`src/rtl/ifetch_pkg.sv`:
```
// ifetch_pkg: shared types and constants for the instruction fetch unit.
package ifetch_pkg;
    localparam logic [31:0] NOP_INSTR = 32'h0000_0013;
    typedef struct packed {
        logic [31:0] pc;
        logic [31:0] instr;
    } fetch_entry_t;
    typedef enum logic [1:0] {IDLE, RUN, ERR} ifetch_state_e;
endpackage

```
`src/rtl/ifetch_if.sv`:
```
// ifetch_if: imem read port, redirect input and decode stream of the fetch unit.
interface ifetch_if;
    logic [31:0] imem_addr;
    logic [31:0] imem_rdata;
    logic        redirect_valid;
    logic [31:0] redirect_pc;
    logic        inst_valid;
    logic        inst_ready;
    logic [31:0] inst_word;
    logic [31:0] inst_pc;
    logic        misalign_err;
    modport master (
        output imem_addr, inst_valid, inst_word, inst_pc, misalign_err,
        input  imem_rdata, redirect_valid, redirect_pc, inst_ready
    );
    modport slave (
        input  imem_addr, inst_valid, inst_word, inst_pc, misalign_err,
        output imem_rdata, redirect_valid, redirect_pc, inst_ready
    );
endinterface

```
`src/rtl/ifetch_fifo.sv`:
```
// ifetch_fifo: synchronous FIFO of {pc, instr} entries; flush wins over push/pop.
module ifetch_fifo
    import ifetch_pkg::*;
#(
    parameter int DEPTH = 4
) (
    input  logic                     clk,
    input  logic                     reset,
    input  logic                     i_push,
    input  logic                     i_pop,
    input  logic                     i_flush,
    input  fetch_entry_t             i_data,
    output fetch_entry_t             o_head,
    output logic                     o_empty,
    output logic [$clog2(DEPTH):0]   o_count
);
    localparam int AW = $clog2(DEPTH);
    fetch_entry_t   r_mem [DEPTH];
    logic [AW-1:0]  r_wr;
    logic [AW-1:0]  r_rd;
    logic [AW:0]    r_count;
    always_ff @(posedge clk)
        if (i_push) r_mem[r_wr] <= i_data;
    always_ff @(posedge clk or posedge reset) begin
        if (reset) begin
            r_wr    <= '0;
            r_rd    <= '0;
            r_count <= '0;
        end else if (i_flush) begin
            r_wr    <= '0;
            r_rd    <= '0;
            r_count <= '0;
        end else begin
            if (i_push) r_wr <= r_wr + AW'(1);
            if (i_pop) r_rd <= r_rd + AW'(1);
            r_count <= r_count + (AW+1)'(i_push) - (AW+1)'(i_pop);
        end
    end
    assign o_head  = r_mem[r_rd];
    assign o_empty = (r_count == '0);
    assign o_count = r_count;
endmodule

```
`src/rtl/ifetch_unit.sv`:
```
// ifetch_unit: fetch PC, imem request, prefetch buffering and redirect handling.
// Define IFETCH_MISALIGN_TRAP_EN to trap misaligned redirects into a sticky ERR state.
module ifetch_unit
    import ifetch_pkg::*;
#(
    parameter logic [31:0] RESET_PC   = 32'h0000_0000,
    parameter int          FIFO_DEPTH = 4
) (
    input logic      clk,
    input logic      reset,
    ifetch_if.master bus
);
    localparam int CW = $clog2(FIFO_DEPTH) + 1;
    ifetch_state_e r_state;
    ifetch_state_e w_next;
    logic [31:0]   r_pc;
    logic [31:0]   w_target;
    logic          w_redirect;
    logic          w_misalign;
    logic          w_push;
    logic          w_pop;
    logic          w_empty;
    logic [CW-1:0] w_count;
    fetch_entry_t  w_head;
    fetch_entry_t  w_entry;
`ifdef IFETCH_MISALIGN_TRAP_EN
    logic r_err;
    assign w_misalign = w_redirect && (bus.redirect_pc[1:0] != 2'b00);
    assign w_target   = bus.redirect_pc;
    always_ff @(posedge clk or posedge reset)
        if (reset) r_err <= 1'b0;
        else if (w_misalign) r_err <= 1'b1;
    assign bus.misalign_err = r_err;
`else
    assign w_misalign       = 1'b0;
    assign w_target         = bus.redirect_pc & ~32'h3;
    assign bus.misalign_err = 1'b0;
`endif
    always_ff @(posedge clk or posedge reset)
        if (reset) r_state <= IDLE;
        else r_state <= w_next;
    // IDLE exists only to keep the reset-release edge free of pushes
    always_comb
        w_next = w_misalign ? ERR : (r_state == IDLE) ? RUN : r_state;
    always_comb begin
        w_redirect     = bus.redirect_valid && (r_state != ERR);
        w_pop          = !w_empty && bus.inst_ready;
        w_push         = (r_state == RUN) && !w_redirect && ((w_count != CW'(FIFO_DEPTH)) || w_pop);
        bus.imem_addr  = r_pc;
        bus.inst_valid = !w_empty;
        bus.inst_word  = w_empty ? NOP_INSTR : w_head.instr;
        bus.inst_pc    = w_empty ? 32'h0 : w_head.pc;
    end
    always_ff @(posedge clk or posedge reset)
        if (reset) r_pc <= RESET_PC;
        else if (w_redirect) r_pc <= w_target;
        else if (w_push) r_pc <= r_pc + 32'd4;
    assign w_entry = '{pc: r_pc, instr: bus.imem_rdata};
    ifetch_fifo #(.DEPTH(FIFO_DEPTH)) u_fifo (
        .clk     (clk),
        .reset   (reset),
        .i_push  (w_push),
        .i_pop   (w_pop),
        .i_flush (w_redirect),
        .i_data  (w_entry),
        .o_head  (w_head),
        .o_empty (w_empty),
        .o_count (w_count)
    );
endmodule
```
`src/flat_wrapper.sv`:
```
// flat-port wrapper written by rule: the top's interface ports become plain ports
module ifetch_unit_flat import ifetch_pkg::*;
#(
    parameter logic [31:0] RESET_PC   = 32'h0000_0000,
    parameter int          FIFO_DEPTH = 4
)
  (clk, reset, bus_imem_addr, bus_inst_valid, bus_inst_word, bus_inst_pc, bus_misalign_err, bus_imem_rdata, bus_redirect_valid, bus_redirect_pc, bus_inst_ready);
  ifetch_if bus_i ();
  input logic clk;
  input logic reset;
  output wire logic [$bits(bus_i.imem_addr)-1:0] bus_imem_addr;
  output wire logic [$bits(bus_i.inst_valid)-1:0] bus_inst_valid;
  output wire logic [$bits(bus_i.inst_word)-1:0] bus_inst_word;
  output wire logic [$bits(bus_i.inst_pc)-1:0] bus_inst_pc;
  output wire logic [$bits(bus_i.misalign_err)-1:0] bus_misalign_err;
  input wire logic [$bits(bus_i.imem_rdata)-1:0] bus_imem_rdata;
  input wire logic [$bits(bus_i.redirect_valid)-1:0] bus_redirect_valid;
  input wire logic [$bits(bus_i.redirect_pc)-1:0] bus_redirect_pc;
  input wire logic [$bits(bus_i.inst_ready)-1:0] bus_inst_ready;
  assign bus_imem_addr = bus_i.imem_addr;
  assign bus_inst_valid = bus_i.inst_valid;
  assign bus_inst_word = bus_i.inst_word;
  assign bus_inst_pc = bus_i.inst_pc;
  assign bus_misalign_err = bus_i.misalign_err;
  assign bus_i.imem_rdata = bus_imem_rdata;
  assign bus_i.redirect_valid = bus_redirect_valid;
  assign bus_i.redirect_pc = bus_redirect_pc;
  assign bus_i.inst_ready = bus_inst_ready;
  ifetch_unit #(.RESET_PC(RESET_PC), .FIFO_DEPTH(FIFO_DEPTH)) u_core (.clk(clk), .reset(reset), .bus(bus_i));
endmodule
```
`config.mk`:
```
export PLATFORM = sky130hd
export DESIGN_NAME = ifetch_unit_flat
export DESIGN_NICKNAME = d
export VERILOG_FILES = /design/src/rtl/ifetch_pkg.sv /design/src/rtl/ifetch_if.sv /design/src/rtl/ifetch_fifo.sv /design/src/rtl/ifetch_unit.sv /design/src/flat_wrapper.sv
export SDC_FILE = /design/constraint.sdc
export NUM_CORES = 1
export LEC_CHECK = 0
export CAP_MARGIN = 10
export CORE_AREA = 2 2 123 185
export CTS_CLUSTER_SIZE = 25
export DETAILED_ROUTE_END_ITERATION = 12
export DIE_AREA = 0 0 125 187
export PLACE_DENSITY = 0.78
export SYNTH_ARGS = -nofsm -noshare
export SYNTH_HDL_FRONTEND = slang
export SYNTH_SLANG_ARGS = --single-unit
export TNS_END_PERCENT = 100
```
`constraint.sdc`:
```
create_clock -name clk -period 4.4 [get_ports clk]
set_clock_uncertainty 0.05 [all_clocks]
set_input_delay 0.88 -clock clk [delete_from_list [all_inputs] [get_ports clk]]
set_output_delay 0.88 -clock clk [all_outputs]
set_load 0.05 [all_outputs]
```
### Yosys cells after proc, flatten, opt, wreduce, memory -nomap -nowiden

Memories as Yosys holds them, arrays and structs flattened.
Cells that the tools add are included.

* word-level logic and storage cells: 33
* output and inout bits: 98
* memories kept: 1
* input port bits: 68
* bits in writable memories: 256
* bits in registers: 40

Memory list
* u_core.u_fifo.r_mem: depth 4, width 64, read ports 1, clocked after memory_dff 0, wr ports 1, RTL line ifetch_fifo.sv:18 `fetch_entry_t r_mem [DEPTH];`

* muxes and demuxes: 11
* equality and inequality tests: 1
* reduce and logical (&&, ||, !) cells: 10
* $add $sub $neg: 5

Operator list (number)
* 32-bit two-way mux: 4
* 32-bit by 3-bit adder with 32-bit output (second input constant): 1
* 2-bit two-way mux: 4
* 2-bit by 1-bit adder with 2-bit output (second input constant): 2
* 2-bit nonzero test: 2
* 3-bit by 1-bit adder with 3-bit output: 1
* 1-bit logical AND: 3
* 3-bit zero test: 1
* 3-bit two-way mux: 1
* 3-bit inequality test (second input constant): 1
* 3-bit by 1-bit subtractor with 3-bit output: 1
* 1-bit zero test: 2
* 2-bit zero test: 1
* 1-bit two-way mux: 2
* 1-bit logical OR: 1

### Logic depth before layout (Yosys ltp)

Gate-level depths: netlist of run 1.

* depth after elaboration: 8
* mapped depth: 10
* gate-level depth less buffers: 10

### Modules after synthesis

Synthesis of run 1 repeated with hierarchy kept, for this count alone.

* cell total of the unflattened synthesis: 650
* area total of the unflattened synthesis: 11989.0 µm²

Modules (own cells, without submodules)
* ifetch_fifo: instances 1, cells an instance 373, sequential area each 7862.5 µm², area each 9690.5 µm²
* ifetch_unit: instances 1, cells an instance 277, sequential area each 775.7 µm², area each 2298.5 µm²

### Worst setup path after synthesis of run 1

OpenSTA, ideal clock, no wires.

* path kind: input to register
* start point: in bus_inst_ready
* end point: mem u_core.u_fifo.r_mem[0][0] in the netlist's numbering (enable)
* buffers on the path: 1
* required time: 3923 ps
* slack: 904 ps
* cell stages on the path: 5
* setup time: 427 ps
* arrival: 3019 ps
* cell sequence: or4b_2 > clkbuf_1 > nand2_1 > nor2_1 > and2_1

* cells in the longest elaborated chain, start to end: 5

Ends and longest elaborated chain
* from (decl): RTL line flat_wrapper.sv:19 `input wire logic [$bits(bus_i.inst_ready)-1:0] bus_inst_ready;`
* 1-bit logical AND: RTL line ifetch_unit.sv:47 `w_pop = !w_empty && bus.inst_ready;`
* 1-bit logical OR: RTL line ifetch_unit.sv:48 `w_push = (r_state == RUN) && !w_redirect && ((w_count != CW'(FIFO_DEPTH)) || w_pop);`
* 1-bit logical AND: RTL line ifetch_unit.sv:48
* 1-bit two-way mux: RTL line ifetch_fifo.sv:23 `if (i_push) r_mem[r_wr] <= i_data;`
* 1-bit two-way mux (implied by the code): RTL line ifetch_fifo.sv:23
* to (decl): RTL line ifetch_fifo.sv:18

No other way between the ends.

### Worst setup path after layout of run 1

* start point: reg u_core.u_fifo.r_count[1] (netlist: u_core.u_fifo.o_count[1])
* end point: out bus_inst_pc[31]

* cells in the longest elaborated chain, start to end: 2

Ends and longest elaborated chain
* from (decl): RTL line ifetch_fifo.sv:21 `logic [AW:0] r_count;`
* from (signal assigned): RTL line ifetch_fifo.sv:36 `r_count <= r_count + (AW+1)'(i_push) - (AW+1)'(i_pop);`
* 3-bit zero test: RTL line ifetch_fifo.sv:40 `assign o_empty = (r_count == '0);`
* 32-bit two-way mux: RTL line ifetch_unit.sv:52 `bus.inst_pc = w_empty ? 32'h0 : w_head.pc;`
* to (decl): RTL line flat_wrapper.sv:14 `output wire logic [$bits(bus_i.inst_pc)-1:0] bus_inst_pc;`

No other way between the ends.

==> flow_summary.json, run 1 <==
{
  "grt_antenna_before_repair": 1,
  "mostFrequentLayoutCells": "248 x edfxtp_1, 158 x clkdlybuf4s50_1, 62 x mux4_2",
  "via_count": 6388,
  "worstSetupPathType": "reg2out",
  "critPathMaxFanout": 62,
  "path_cells": "nor3_1 -> inv_2 -> and2_1 -> clkdlybuf4s50_1",
  "period_share_pct": 94.2,
  "drive_gt1_share_pct": 15.2,
  "initial_core_util_pct": 52.8,
  "synth_edf_count": 248,
  "drv_slew": 0,
  "post-cts-setup-buffers": 0,
  "yosysTopAreaCellShare_pct": 64.2,
  "leakage_uw": 0.00472,
  "rows": 67,
  "area_growth_pct": 24.2,
  "cp_data_arrival_time_ns": 3.22,
  "p_per_area_mw_per_mm2": 627,
  "cts-resized-gates": 0,
  "cts_buffers": 26,
  "yosysWarnings": 0,
  "gp_congestion": 0.789,
  "grt_pass1_vias": 6896,
  "wirelength_um": 24100,
  "cp-end-kind": "primary output",
  "rsz0062_at_grt": "false",
  "fp.dieW_um": 125,
  "hp-class": "reg2reg",
  "p_total_uw": 9040,
  "synth_area_mm2": 0.0116,
  "p_switching_uw": 3160,
  "async_flop_share_pct": 13.3,
  "tritoncts": "done",
  "final_nets": 881,
  "drc": 0,
  "path_clk_slew_ns": 0.07,
  "yosysTopAreaCell": "edfxtp_1",
  "root_buffer": "clkbuf_16",
  "cts.hold.buffers_added": 0,
  "first_pass_iters": 5,
  "max_stage_delay_ns": 0.74,
  "mostFrequentLayoutCell": "edfxtp_1",
  "die_area_mm2": 0.0234,
  "yosys_register_bits": 286,
  "antennaDiodeCount": 0,
  "status": "finished clean",
  "yosys_most_used_dff": "edfxtp_1",
  "ant_nets": 0,
  "drtIter0Drc": 417,
  "place_area_mm2": 0.0134,
  "place.detailed.hpwl_um": 14500,
  "clockBufferDepth": 3,
  "insertion_delay_ns": 0.52,
  "io_buffers": 158,
  "grt.total_usage_pct": 20.6,
  "tns_ns": 0,
  "synth_cell_types": 40,
  "combPwrFrac_pct": 36.0,
  "wl_per_cell_um": 21.9,
  "critPathRequiredTime_ns": 3.47,
  "grt_overflow": 0,
  "syn_area_per_cell_um2": 17.9,
  "min_period_ns": 4.15,
  "synth-seq-area-share_pct": 72.4,
  "die_h_um": 187,
  "switching_share_pct": 35.0,
  "finalSetupViolCount": 0,
  "critPathTopFamily": "buffers and inverters",
  "clkPwrFrac_pct": 27.4,
  "crit_path_top_delay_cell": "clkdlybuf4s50_1",
  "drv_cap": 0,
  "synth_cells": 647,
  "hold_viol": 0,
  "max-slew-margin-rel_pct": 32.8,
  "worstSetupStartpointType": "flip-flop",
  "grt_max_degree": 63,
  "io_pins": 166,
  "pwr-share-seq_pct": 36.6,
  "clock.fmax_mhz": 241,
  "grt_pass1_wl_um": 37800,
  "p_int_uw": 5870,
  "synth_area_leaders": "edfxtp_1 64%, mux4_2 12%, dfrtp_1 8.2%",
  "peakVddDrop_mv": 0.416,
  "cp_num_buf_inv": 2,
  "htreeDepth": 1,
  "coreArea_mm2": 0.0220,
  "clock_sinks": 286,
  "tightest_slew_ns": 1.01,
  "vias_per_cell": 5.80,
  "fin_area_mm2": 0.0144
}
==> layout make-up <==
cell class                 count  area [µm²]
sequential                   286        8400
fill                        1519        7560
multi-input combinational    315        3000
timing repair buffer         165        1660
clock buffer                  33         718
tap                          276         345
clock inverter                15         239
inverter                      11        41.3
==> stage by stage <==
| step | util [%] | setup WS [ns] | hold WS [ns] | instances |
|---|---|---|---|---|
| floorplan | - | 0.904 | 0.493 | 651 |
| global placement | 61.2 | 0.838 | 0.504 | 1053 |
| detailed placement | 61.2 | 0.805 | 0.523 | 1053 |
| CTS | 65.6 | 0.234 | 0.542 | 1101 |
| global route | 65.6 | 0.0527 | 0.590 | 1101 |
| finish | 65.6 | 0.255 | 0.539 | 1101 |
==> power by group through the flow <==
stage                     registers (µW)  clock network [µW]  logic [µW]
after floorplan                     3360                   0        2210
after global placement              3350                   0        3250
after detailed placement            3370                   0        3280
after CTS                           3310                2520        3300
after global routing                3330                2620        3420
final                               3310                2480        3250
==> final timing paths <==
path | cells after the start | start | slack (ns) | endpoint
max | 4 | u_core.u_fifo.o_count[1]$_DFF_PP0_ | 0.25 | bus_inst_pc[31]
min in group asynchronous | 2 | reset | 0.73 | u_core.bus.imem_addr[10]$_DFFE_PP0P_
max reg2reg | 10 | u_core.u_fifo.o_count[1]$_DFF_PP0_ | 1.11 | u_core.u_fifo.o_count[2]$_DFF_PP0_
min | 0 | u_core.bus.imem_addr[13]$_DFFE_PP0P_ | 0.54 | u_core.u_fifo.r_mem[1][45]$_DFFE_PP_
max in group asynchronous | 3 | reset | 2.76 | u_core.bus.imem_addr[25]$_DFFE_PP0P_
min reg2reg | 0 | u_core.bus.imem_addr[13]$_DFFE_PP0P_ | 0.54 | u_core.u_fifo.r_mem[1][45]$_DFFE_PP_
==> Yosys cell counts, types with 8 or more instances <==
master / instances
nand2_1: 24
and2_1: 65
dfrtp_1: 38
nand4_1: 11
o31ai_1: 13
edfxtp_1: 248
mux4_2: 62
clkbuf_1: 21
inv_1: 10
a31oi_1: 15
o21ai_0: 13
nor2_1: 22
nand3_1: 14
xnor2_1: 8
or4_1: 17
==> state kept, by name (all words and copies together), names as in the netlist <==
| name | flops |
|---|---|
| u_core.u_fifo.r_mem | 248 |
| u_core.bus.imem_addr | 30 |
| u_core.u_fifo.o_count | 3 |
| u_core.u_fifo.r_rd | 2 |
| u_core.u_fifo.r_wr | 2 |
| u_core.r_state | 1 |
==> cells by family (layout without fill, tap and decap cells) <==
| family | Yosys count | in the layout | share of synthesized area [%] |
|---|---|---|---|
| AO/OA/AOI/OAI | 46 | 46 | 2.53 |
| AND/OR/NAND/NOR | 177 | 177 | 8.85 |
| flip-flops | 286 | 286 | 72.4 |
| adder cells (fa/ha/maj) | 8 | 8 | 0.928 |
| other | 2 | 6 | 0.0648 |
| buffers and inverters | 50 | 224 | 1.92 |
| XOR/XNOR | 15 | 15 | 1.13 |
| multiplexers | 63 | 63 | 12.1 |
==> per-layer routing <==
metal,routed length [µm],part of all wire (%),global-route usage (%)
met3,1160,4.8,2.75
met2,13100,54,38.0
met1,9310,39,25.6
met4,536,2.2,5.73
met5,13,0.054,0
(Power assumes the default switching activity.)
==> inputs of run 2 (changes only) <==
--- a/config.mk
+++ b/config.mk
@@ -6,12 +6,14 @@
 export NUM_CORES = 1
 export LEC_CHECK = 0
 export CAP_MARGIN = 10
-export CORE_AREA = 2 2 123 185
+export CORE_AREA = 2 2 124 186
 export CTS_CLUSTER_SIZE = 25
 export DETAILED_ROUTE_END_ITERATION = 12
-export DIE_AREA = 0 0 125 187
-export PLACE_DENSITY = 0.78
+export DIE_AREA = 0 0 126 188
+export PLACE_DENSITY = 0.79
+export SLEW_MARGIN = 0
 export SYNTH_ARGS = -nofsm -noshare
 export SYNTH_HDL_FRONTEND = slang
+export SYNTH_HIERARCHICAL = 1
 export SYNTH_SLANG_ARGS = --single-unit
 export TNS_END_PERCENT = 100
==> flow_summary.json, run 2 <==
{
  "status": "finished clean",
  "cp-end-kind": "primary output",
  "synthXorXnorAreaFrac_pct": 2.01,
  "largest-register": "u_core/u_fifo/r_mem",
  "cts.hold.buffers_added": 0,
  "yosys_register_bits": 294,
  "async_flop_share_pct": 12.9,
  "drive_gt1_share_pct": 16.4,
  "gp_congestion": 0.832,
  "synth-seq-area-share_pct": 72.1,
  "p_per_area_mw_per_mm2": 611,
  "critPathRequiredTime_ns": 3.47,
  "yosysTopAreaCell": "edfxtp_1",
  "grt_pass1_vias": 6953,
  "via_count": 6509,
  "clockBufferDepth": 3,
  "mostFrequentLayoutCell": "edfxtp_1",
  "tightest_slew_ns": 0.723,
  "hold_viol": 0,
  "tns_ns": 0,
  "drtIter0Drc": 517,
  "yosys_most_used_dff": "edfxtp_1",
  "drv_cap": 0,
  "initial_core_util_pct": 54.2,
  "multiInputGateArea_mm2": 0.00309,
  "leakage_uw": 0.00484,
  "mostFrequentLayoutCells": "256 x edfxtp_1, 160 x clkdlybuf4s50_1, 64 x mux4_2",
  "fp.dieW_um": 126,
  "grt.total_usage_pct": 20.4,
  "path_clk_slew_ns": 0.06,
  "fin_area_mm2": 0.0148,
  "synth_cells": 650,
  "max-slew-margin-rel_pct": 51.5,
  "fin_util_pct": 66.8,
  "grt_max_degree": 63,
  "io_buffers": 160,
  "clock_sinks": 294,
  "coreArea_mm2": 0.0221,
  "root_buffer": "clkbuf_16",
  "syn_area_per_cell_um2": 18.4,
  "synth_cell_types": 49,
  "rows": 67,
  "place.detailed.hpwl_um": 15100,
  "ant_nets": 0,
  "nFillCells": 1522,
  "post-cts-setup-buffers": 0,
  "grt_pass1_wl_um": 37900,
  "die_h_um": 188,
  "grt_overflow": 0,
  "rsz0062_at_grt": "false",
  "insertion_delay_ns": 0.52,
  "critPathMaxFanout": 18,
  "area_growth_pct": 23.3,
  "worstSetupPathType": "reg2out",
  "synthSimpleGateAreaFrac_pct": 8.03,
  "grt_antenna_before_repair": 0,
  "synth_top_family_by_area": "multiplexers",
  "synth_compound_area_share_pct": 1.90,
  "synth_mux_area_share_pct": 12.5,
  "synth_area_mm2": 0.0120,
  "largest_reg_flops": 256,
  "tritoncts": "done",
  "final_nets": 905,
  "synth_edf_count": 256,
  "min_period_ns": 3.96,
  "die_area_mm2": 0.0237,
  "vias_per_cell": 5.80,
  "io_pins": 166,
  "synthAdderAreaFrac_pct": 0.898,
  "peakVddDrop_mv": 0.502,
  "regArea_mm2": 0.00865,
  "drv_slew": 0,
  "first_pass_iters": 5,
  "cts-resized-gates": 0,
  "yosysTopAreaCellShare_pct": 64.1,
  "antennaDiodeCount": 0,
  "ys_top_cells_by_count": "256 x edfxtp_1, 64 x mux4_2, 63 x nor2b_1, 38 x dfrtp_1, 31 x nand2_1",
  "wirelength_um": 24300,
  "htreeDepth": 1,
  "drc": 0,
  "cp_data_arrival_time_ns": 3.03,
  "period_share_pct": 90.1,
  "yosysWarnings": 6,
  "clock.fmax_mhz": 252,
  "finalSetupViolCount": 0,
  "place_area_mm2": 0.0139,
  "yosysMostFrequentCell": "edfxtp_1",
  "hp-class": "reg2reg",
  "wl_per_cell_um": 21.6,
  "worstSetupStartpointType": "flip-flop",
  "cts_buffers": 25,
  "synth_area_leaders": "edfxtp_1 64%, mux4_2 12%, dfrtp_1 7.9%"
}
-- run 2: cell types whose count changed after synthesis, moves of 6 or more --
cell and delta:
a31oi_1 -9, o21ai_0 +9, o31ai_1 -8, nand2_1 +7, or4_1 -12, xnor2_1 +8
clkbuf_1 -6, edfxtp_1 +8, nor2_1 -10, nor2b_1 +62, and2_1 -59
-- run 2: cells by family after synthesis --
kind of cell	count (synthesis)
and+or+nand+nor	166
muxes	69
other	2
DFF	294
xor gates and xnor gates	26
AOI/OAI and AO/OA	37
adders and majority gates	8
buffers and inverters	48
-- run 2: cell type report --
| cell class | count | share of cell area [%] |
|---|---|---|
| clock buffers | 38 | 4.84 |
| clock inverters | 7 | 0.736 |
| well taps | 276 | 2.34 |
| flip-flops and latches | 294 | 58.5 |
| repair buffers | 178 | 12.4 |
| multi-input cells | 318 | 20.9 |
| inverters | 12 | 0.305 |
-- run 2: final timing paths --
kind | startpoint | to | slack, ns | cells after the start
worst max register to register | u_core/u_fifo/o_count[1]$_DFF_PP0_ | u_core/u_fifo/r_mem[2][43]$_DFFE_PP_ | 1.11 | 7
max in group asynchronous | reset | u_core/bus.imem_addr[2]$_DFFE_PP0P_ | 3.10 | 3
worst max-delay path | u_core/u_fifo/r_rd[0]$_DFFE_PP0P_ | bus_inst_word[4] | 0.44 | 4
worst min-delay path | u_core/bus.imem_addr[7]$_DFFE_PP0P_ | u_core/u_fifo/r_mem[3][39]$_DFFE_PP_ | 0.56 | 0
min in group asynchronous | reset | u_core/u_fifo/r_rd[1]$_DFFE_PP0P_ | 0.63 | 2
worst min register to register | u_core/bus.imem_addr[7]$_DFFE_PP0P_ | u_core/u_fifo/r_mem[3][39]$_DFFE_PP_ | 0.56 | 0
-- run 2: where the power goes --
group          switching [µW]  internal (µW)
Clock                     916           1300
Combinational            2120           1300
Sequential                192           3210
Total                    3230           5810
-- run 2: per-stage QoR --
step | hold WS (ns) | setup slack, ns | total power (µW) | instances
after detailed placement | 0.547 | 0.741 | 6910 | 1077
after global routing | 0.596 | 0.295 | 9360 | 1123
after CTS | 0.563 | 0.369 | 9120 | 1122
after global placement | 0.503 | 0.865 | 6860 | 1077
final | 0.562 | 0.435 | 9040 | 1123
after floorplan | 0.488 | 0.455 | 5840 | 660
-- run 2: worst max-delay path, cell delays in order, from the launching register on --
cell and delay (ns):
dfrtp_4 0.67, buf_4 0.32, mux4_2 0.53, or2_2 0.29, clkdlybuf4s50_1 0.70
-- run 2: per-layer routing --
layer | vias to the layer above | part of all wire (%) | global-route usage (%)
met3 | 48 | 4.2 | 2.14
met4 | 0 | 2.5 | 6.51
met5 | - | 0 | 0
met1 | 3349 | 39 | 25.6
met2 | 231 | 54 | 37.2
li1 | 2881 | - | -
==> inputs of run 3 (changes only) <==
--- a/config.mk
+++ b/config.mk
@@ -5,13 +5,13 @@
 export SDC_FILE = /design/constraint.sdc
 export NUM_CORES = 1
 export LEC_CHECK = 0
+export ABC_AREA = 1
 export CAP_MARGIN = 10
-export CORE_AREA = 2 2 124 186
+export CORE_AREA = 2 2 130 195
 export CTS_CLUSTER_SIZE = 25
 export DETAILED_ROUTE_END_ITERATION = 12
-export DIE_AREA = 0 0 126 188
+export DIE_AREA = 0 0 132 197
 export PLACE_DENSITY = 0.79
-export SLEW_MARGIN = 0
 export SYNTH_ARGS = -nofsm -noshare
 export SYNTH_HDL_FRONTEND = slang
 export SYNTH_HIERARCHICAL = 1
==> flow_summary.json, run 3 <==
{
  "final_nets": 1525,
  "p_per_area_mw_per_mm2": 611,
  "synth-seq-area-share_pct": 64.6,
  "regToRegSetupSlack_ns": 1.74,
  "clock.fmax_mhz": 247,
  "synth_area_mm2": 0.0134,
  "wl_per_cell_um": 15.1,
  "worstSetupStartpointType": "flip-flop",
  "largest_reg_flops": 256,
  "async_flop_share_pct": 12.9,
  "io_pins": 166,
  "vias_per_cell": 5.13,
  "place.detailed.hpwl_um": 16800,
  "via_count": 9199,
  "min_from": "u_core/bus.imem_addr[31]$_DFFE_PP0P_",
  "initial_core_util_pct": 55.1,
  "grt_pass1_wl_um": 42700,
  "dp_slack_ns": 0.858,
  "antennaDiodeCount": 0,
  "mostFrequentLayoutCell": "nand2_1",
  "fp.dieW_um": 132,
  "grt_overflow": 0,
  "post-cts-setup-buffers": 0,
  "io_buffers": 160,
  "peakVddDrop_mv": 0.338,
  "syn_area_per_cell_um2": 10.3,
  "yosysTopAreaCell": "edfxtp_1",
  "p_switching_uw": 3990,
  "drv_slew": 0,
  "synth_cells": 1295,
  "crit_path_start": "u_core/u_fifo/r_rd[0]$_DFFE_PP0P_",
  "hold_viol": 0,
  "wirelength_um": 27000,
  "yosysTopAreaCellShare_pct": 57.5,
  "path_clk_slew_ns": 0.06,
  "htreeDepth": 1,
  "clkPwrFrac_pct": 22.8,
  "grt.total_usage_pct": 20.5,
  "yosys_most_used_dff": "edfxtp_1",
  "drv_cap": 0,
  "area_growth_pct": 20.1,
  "synth_cell_types": 30,
  "period_share_pct": 91.9,
  "insertion_delay_ns": 0.52,
  "status": "finished clean",
  "setup_slack_ns": 0.355,
  "drc": 0,
  "yosysWarnings": 6,
  "drtIter0Drc": 509,
  "cts_buffers": 26,
  "cp-end-kind": "primary output",
  "rsz0062_at_grt": "false",
  "die_area_mm2": 0.0260,
  "clockBufferDepth": 3,
  "combPwrFrac_pct": 41.3,
  "p_int_uw": 5820,
  "reg2reg_to": "u_core/u_fifo/r_mem[2][25]$_DFFE_PP_",
  "hp-class": "reg2reg",
  "cts-resized-gates": 0,
  "synth_edf_count": 256,
  "reg2reg_from": "u_core/u_fifo/o_count[1]$_DFF_PP0_",
  "tightest_slew_ns": 0.715,
  "hold_path_depth": 0,
  "critPathMaxFanout": 78,
  "ys_top_cells_by_count": "276 x nand2_1, 256 x edfxtp_1, 246 x inv_1, 95 x nor2_1, 66 x o211ai_1",
  "tritoncts": "done",
  "drive_gt1_share_pct": 6.61,
  "grt_pass1_vias": 8746,
  "min_to": "u_core/u_fifo/r_mem[0][63]$_DFFE_PP_",
  "min_period_ns": 4.05,
  "switching_share_pct": 40.7,
  "synth_area_leaders": "edfxtp_1 57%, nand2_1 7.7%, dfrtp_1 7.1%",
  "largest-register": "u_core/u_fifo/r_mem",
  "ant_nets": 0,
  "clock_sinks": 294,
  "grt_antenna_before_repair": 0,
  "r2r_cells": 11,
  "root_buffer": "clkbuf_16",
  "first_pass_iters": 5,
  "cts.hold.buffers_added": 0,
  "max-slew-margin-rel_pct": 52.3,
  "leakage_uw": 0.00649,
  "pwr-share-seq_pct": 35.9,
  "yosysMostFrequentCell": "nand2_1",
  "cp_data_arrival_time_ns": 3.12,
  "mostFrequentLayoutCells": "276 x nand2_1, 256 x edfxtp_1, 242 x inv_1",
  "tns_ns": 0,
  "worstSetupPathType": "reg2out",
  "die_h_um": 197,
  "rows": 70,
  "p_total_uw": 9820,
  "fin_util_pct": 66.2,
  "yosys_register_bits": 294,
  "coreArea_mm2": 0.0243,
  "grt_max_degree": 89,
  "finalSetupViolCount": 0,
  "critPathRequiredTime_ns": 3.47,
  "gp_congestion": 0.827,
  "holdWs_ns": 0.567
}
run 3: changes by cell type in the layout (fill, tap and decap cells not counted), sizes merged, moves of 12 or more:
cell and delta:
xnor2 -12, mux4 -64, o211ai +66, nand2 +254, a21oi +64, nand3 +43, nor2 +97, inv +238
o21ai +57, nor2b -63
run 3: worst max path at each step:
stage                                               end  slack [ns]  cells past startpoint
floorplan           u_core/u_fifo/r_mem[2][0]$_DFFE_PP_        1.14                      8
global placement                        bus_inst_pc[13]        0.89                      6
detailed placement                      bus_inst_pc[13]        0.86                      6
CTS                                     bus_inst_pc[13]        0.30                      6
global route                            bus_inst_pc[13]        0.17                      6
finish                                  bus_inst_pc[13]        0.35                      6
run 3: power by group through the flow:
stage | logic (µW) | registers [µW] | clock network (µW)
3_3_place_gp | 4020 | 3570 | 0
5_1_grt | 4330 | 3560 | 2380
3_5_place_dp | 4070 | 3580 | 0
4_1_cts | 4090 | 3530 | 2270
2_1_floorplan | 2770 | 3630 | 0
6_report | 4050 | 3530 | 2240
run 3: cell families (layout without fill, tap and decap cells):
family / after synthesis / in the layout / share of synthesized area (%)
flops: 294 / 294 / 64.6
buf+inv: 310 / 473 / 10.3
simple gates: 458 / 458 / 14.4
other cells: 2 / 12 / 0.0561
compound gates: 217 / 217 / 9.48
xor+xnor: 6 / 6 / 0.393
fa+ha+maj: 8 / 8 / 0.804
run 3: worst max-delay path, cell delays in order, from the launching register on:
cell,delay [ns]
dfrtp_4,0.89
buf_12,0.37
o211ai_1,0.14
nand2_1,0.10
inv_1,0.04
nor2_1,0.18
clkdlybuf4s50_1,0.85
run 3: metrics by stage:
stage,instance area (µm²),std cells
final,16100,1792
after global routing,16100,1792
after CTS,16100,1792
after detailed placement,15200,1745
after global placement,15200,1745
after floorplan,13400,1305
run 3: per-layer routing:
metal  global-route usage, %  part of all wire [%]  vias up
met5                       0                     0        -
met4                    8.13                   3.5        0
met3                    2.42                   4.1       58
met2                    38.2                    53      217
met1                    23.9                    40     4404
li1                        -                     -     4520
run 3: final cells by class:
class	count	area, µm²
flip-flops and latches	294	8650
fillers	1788	8200
repair buffers	177	1820
clock inverters	12	111
well taps	324	405
inverters	249	935
multi-input cells	701	3400
clock buffers	35	746
